<file path="config.mk">
export PLATFORM = sky130hd
export DESIGN_NAME = piso_serializer
export DESIGN_NICKNAME = d
export VERILOG_FILES = /design/src/rtl/piso_serializer.sv
export SDC_FILE = /design/constraint.sdc
export NUM_CORES = 1
export LEC_CHECK = 0
export ABC_CLOCK_PERIOD_IN_PS = 4920
export CORE_AREA = 2 2 46 48
export DETAILED_ROUTE_END_ITERATION = 10
export DIE_AREA = 0 0 48 50
export PLACE_DENSITY_LB_ADDON = 0.12
export SYNTH_ARGS = -nofsm -noshare
export SYNTH_HDL_FRONTEND = slang
export SYNTH_SLANG_ARGS = --single-unit
</file>
<file path="constraint.sdc">
create_clock -name clk -period 4.92 [get_ports clk]
set_input_delay 1.23 -clock clk [delete_from_list [all_inputs] [get_ports clk]]
set_output_delay 1.23 -clock clk [all_outputs]
set_load 0.01 [all_outputs]
</file>
<file path="src/rtl/piso_serializer.sv">
// Parallel-in, serial-out shift register with a valid/ready load port and a
// clock-enable bit strobe; back-to-back words are sent with no idle gap.
//
// state | meaning
// IDLE  | no word in flight, load_ready high, sout/sout_valid low
// SHIFT | word in flight, sout carries the current bit
module piso_serializer #(
    parameter int WIDTH     = 8,
    parameter bit LSB_FIRST = 1'b0
) (
    input  logic             clk,
    input  logic             rst,
    input  logic             load_valid,
    input  logic [WIDTH-1:0] load_data,
    output logic             load_ready,
    input  logic             shift_en,
    output logic             sout,
    output logic             sout_valid,
    output logic             busy,
    output logic             done
);

    localparam int            CW   = (WIDTH > 1) ? $clog2(WIDTH) : 1;
    localparam logic [CW-1:0] LAST = CW'(WIDTH - 1);

    typedef enum logic {
        IDLE  = 1'b0,
        SHIFT = 1'b1
    } state_t;

    state_t           r_state;
    state_t           w_state_nxt;
    logic [WIDTH-1:0] r_shreg;
    logic [WIDTH-1:0] w_shreg_nxt;
    logic [CW-1:0]    r_cnt;
    logic [CW-1:0]    w_cnt_nxt;
    logic             r_sout;
    logic             r_sout_valid;
    logic             r_done;
    logic             w_last;
    logic             w_load;
    logic             w_sout_nxt;

    always_ff @(posedge clk or posedge rst) begin
        if (rst) begin
            r_state      <= IDLE;
            r_shreg      <= '0;
            r_cnt        <= '0;
            r_sout       <= 1'b0;
            r_sout_valid <= 1'b0;
            r_done       <= 1'b0;
        end else begin
            r_state      <= w_state_nxt;
            r_shreg      <= w_shreg_nxt;
            r_cnt        <= w_cnt_nxt;
            r_sout       <= w_sout_nxt;
            r_sout_valid <= (w_state_nxt == SHIFT);
            r_done       <= w_last;
        end
    end

    always_comb begin
        w_state_nxt = r_state;
        w_shreg_nxt = r_shreg;
        w_cnt_nxt   = r_cnt;

        w_last     = (r_state == SHIFT) && shift_en && (r_cnt == LAST);
        load_ready = (r_state == IDLE) || w_last;
        w_load     = load_valid && load_ready;

        if (w_load) begin
            w_state_nxt = SHIFT;
            w_shreg_nxt = load_data;
            w_cnt_nxt   = '0;
        end else if ((r_state == SHIFT) && shift_en) begin
            if (w_last) begin
                w_state_nxt = IDLE;
                w_shreg_nxt = '0;
                w_cnt_nxt   = '0;
            end else begin
                w_shreg_nxt = LSB_FIRST ? (r_shreg >> 1) : (r_shreg << 1);
                w_cnt_nxt   = r_cnt + CW'(1);
            end
        end

        // sout is registered, so it is fed from the bit that will be current next cycle
        w_sout_nxt = (w_state_nxt == SHIFT) &&
                     (LSB_FIRST ? w_shreg_nxt[0] : w_shreg_nxt[WIDTH-1]);
    end

    assign sout       = r_sout;
    assign sout_valid = r_sout_valid;
    assign busy       = (r_state == SHIFT);
    assign done       = r_done;

endmodule

</file>
Word-level counts from Yosys, hierarchy flattened --
Index checks and enable logic that the tools add are counted. Widths: inputs -> output; s select.
Word-level totals: bits in registers 14, latch bits 0, RAM bits 0, memory bits (read-only) 0, input port bits 12, output and inout port bits 5, word-level logic and storage cells 24, memories 0
Operators by class: add/subtract/negate cells 1, $mul 0, div/mod/pow operators 0, order comparisons 0, equal/unequal tests 1, shift operators 0, mux-type cells 9, bitwise logic cells 1, reduce and logical (&&, ||, !) cells 6
Operators by type and width (number):
- $mux 8 | 3
- $mux 3 | 3
- $logic_and 1x1->1 | 4
- $add 3x1->3 const B | 1
- $eq 3x3->1 const B | 1
- $mux 1 | 3
- $reduce_bool 2->1 | 1
- $logic_or 1x1->1 | 1
- $not 1->1 | 1

Depth between registers and ports, before layout --
depth in word-level cells 6, depth in mapped cells 6, gate-level depth less buffers 5

Least setup slack after synthesis --
Ideal clock, no wire load.
kind input to output, start point input shift_en, end point output load_ready, arrival 1536 ps, required time 3690 ps, setup slack 2154 ps, cell stages on the path 2, cell sequence a21bo_1 > buf_6
On the way: longest elaborated chain between the ends 3
Ends and longest elaborated chain:
- from (decl) | RTL line 16 | input logic shift_en,
- $logic_and 1x1->1 (2 in a row) | RTL line 67 | w_last = (r_state == SHIFT) && shift_en && (r_cnt == LAST);
- $logic_or 1x1->1 | RTL line 68 | load_ready = (r_state == IDLE) || w_last;
- to (decl) | RTL line 15 | output logic load_ready,
No other way between the ends.

Worst setup path after layout --
Same ends and word-level chain as after synthesis.

==> impl_metrics.csv <==
group,metric,value,unit
yosys,avgSynthCellArea,10.6,um2
timing,min_period,4.20,ns
timing,fmax,0.238,GHz
yosys,ys_ff_latch,14,
pwr,p_total,0.420,mW
global_route,antenna_found_initial,0,
yosys,syn_area,797,um2
global_route,met3_usage,6.59,%
hold_path,min_path_type,"register to register",
yosys,yosys_most_used_dff,"dfrtp_1",
pwr,p_leak,0.477,nW
route,wl_per_cell,13.1,um
pwr,combinationalPowerShare,36.7,%
setup_path,arrival,2.97,ns
clock_tree,clkSinkCount,14,
pwr,powerDensity,430,mW/mm2
timing,fin_setup_tns,0,ns
timing,period_share,85.3,%
yosys,syn_nets,89,
route,drt_drc_violations_left,0,
pwr,p_int,0.286,mW
setup_path,cp.required,3.69,ns
global_route,grt_pass1_wl,2.48,mm
timing,setup_viol,0,
finish,synthToLayoutAreaGrowth,22.4,%
route,via_per_inst,5.32,
clock_tree,postCtsSetupBuffers,0,
floorplan,start_util,41.9,%
clock_tree,cts_tree,"built",
yosys,yosysSeqAreaShare,44.0,%
yosys,async_flop_share,100,%
floorplan,dieArea,0.00240,mm2
clock_tree,clock_latency,0.29,ns
floorplan,num_rows,16,
timing,rsz0062_at_grt,"false",
floorplan,num_io_pins,17,
timing,slew_headroom,63.6,%
global_route,grt-ovfl-total,0,
timing,fin_skew,0.00484,ns
route,vias,606,
finish,diodes,0,
route,drtAntennaViolNets,0,
finish,multi_input_area,365,um2
global_route,grt-busiest-layer,"met2",
global_route,grt_max_degree,16,
clock_tree,postCtsHoldBufs,0,
status,status,"finished clean",
pwr,clkPwrFrac,20.3,%
pwr,p_sw,0.133,mW
finish,ff_latch_area,350,um2
finish,layout_common_cells,"clkdlybuf4s50_1 (16), dfrtp_1 (14), inv_1 (8)",
clock_tree,clkTransAtPathRegs,0.08,ns
pwr,vdd_drop_max,0.259,mV
floorplan,die_width,48,um
finish,fillers,193,
yosys,synth.distinct_cells,27,
clock_tree,cts_max_level,1,
global_route,grt_util_met1,17.8,%
placed_design,gp_congestion,0.704,
setup_path,path_max_fanout,12,
floorplan,dieHeight,50,um
pwr,pwr-share-seq,43.1,%
global_route,use_met2,22.9,%
timing,hold_viol,0,
route,firstDrtPassIters,4,
yosys,yosys_warnings,0,
placed_design,dpl.hpwl,1.03,mm
clock_tree,cts_buffers,3,
clock_tree,cts_root_buffer,"clkbuf_4",
finish,drive_above_1_share,13.8,%
setup_path,critPathLaunchType,"input port",
pwr,swShare,31.8,%
yosys,synth_edf_count,0,
setup_path,setup.worst_path.class,"input port to primary output",
global_route,first_global_vias,564,
finish,layout_commonest_cell,"clkdlybuf4s50_1",
clock_tree,cts_resized,0,
finish,nNetsFinal,102,
route,drt-initial-drc-count,18,
timing,slew_viol_final,0,
route,detail_route.wirelength,1.49,mm
yosys,synth_cells,75,
timing,tightest_slew,0.545,ns
global_route,groute.usage.overall,14.7,%
clock_tree,clockBufferDepth,2,
placed_design,portBuffers,16,
job,drv_cap,0,
setup_path,end_kind,"primary output",
floorplan,core,0.00190,mm2
==> final timing paths <==
path	startpoint	end	slack [ns]	cells past startpoint
worst max register to register	r_cnt[0]	r_cnt[2]	2.88	5
worst min register to register	r_shreg[0]	r_shreg[0]	0.52	2
min in group asynchronous	rst	r_shreg[5]	1.28	2
worst min-delay path	r_shreg[0]	r_shreg[0]	0.52	2
worst max-delay path	shift_en	load_ready	0.72	3
max in group asynchronous	rst	r_cnt[2]	3.28	2
==> per-stage QoR <==
step                instance area, um2  hold WS, ns  utilization (%)  std cells  worst slack [ns]
floorplan                          797        0.488                -         75              2.15
global placement                   940        0.513             49.4        110             0.746
detailed placement                 940        0.516             49.4        110             0.728
CTS                                976        0.529             51.3        114             0.727
global route                       976        0.562             51.3        114             0.642
finish                             976        0.525             51.3        114             0.722
==> registers in the layout (all words and copies together) (netlist names) <==
register    flops
sout            1
done            1
r_cnt           3
r_shreg         8
sout_valid      1
==> critical path: stages <==
cell	delay [ns]
clkdlybuf4s50_1	0.67
a21bo_1	0.44
clkdlybuf4s50_1	0.62
==> cell type report <==
type | instances | share of cell area, %
multi-input combinational | 45 | 37.4
sequential | 14 | 35.9
timing repair buffer | 16 | 16.4
clock buffer | 4 | 3.72
tap | 27 | 3.46
inverter | 8 | 3.08
==> synth_stat cells (2+ instances only) <==
library cell	count	share of area, %
nor2_1	2	0.94
nand3_1	2	1.3
a221oi_2	6	11
ha_1	2	3.1
buf_6	2	2.8
a21oi_1	7	4.4
nand2_1	6	2.8
dfrtp_1	14	44
clkbuf_1	3	1.4
and4b_1	6	7.5
inv_1	8	3.8
buf_2	2	1.3
==> metal layers <==
metal,vias up,share of wire (%)
met4,0,0.74
met1,296,46
met2,17,47
li1,290,-
met3,3,6.0
met5,-,0
==> power by group through the flow <==
stage,Sequential [mW],Clock [mW],Combinational (mW)
after floorplan,0.179,0,0.121
after global placement,0.183,0,0.154
after detailed placement,0.183,0,0.156
after CTS,0.181,0.0867,0.156
after global routing,0.188,0.0933,0.174
final,0.181,0.0851,0.154
==> kinds of logic after synthesis <==
kind of cell	Yosys count	share of synthesized area, %
AOI/OAI and AO/OA	19	21.5
adders and majority gates	2	3.14
buffers and inverters	16	10.2
DFF	14	44.0
muxes	3	4.55
and+or+nand+nor	21	16.6
Power figures use the tool's default switching activity.
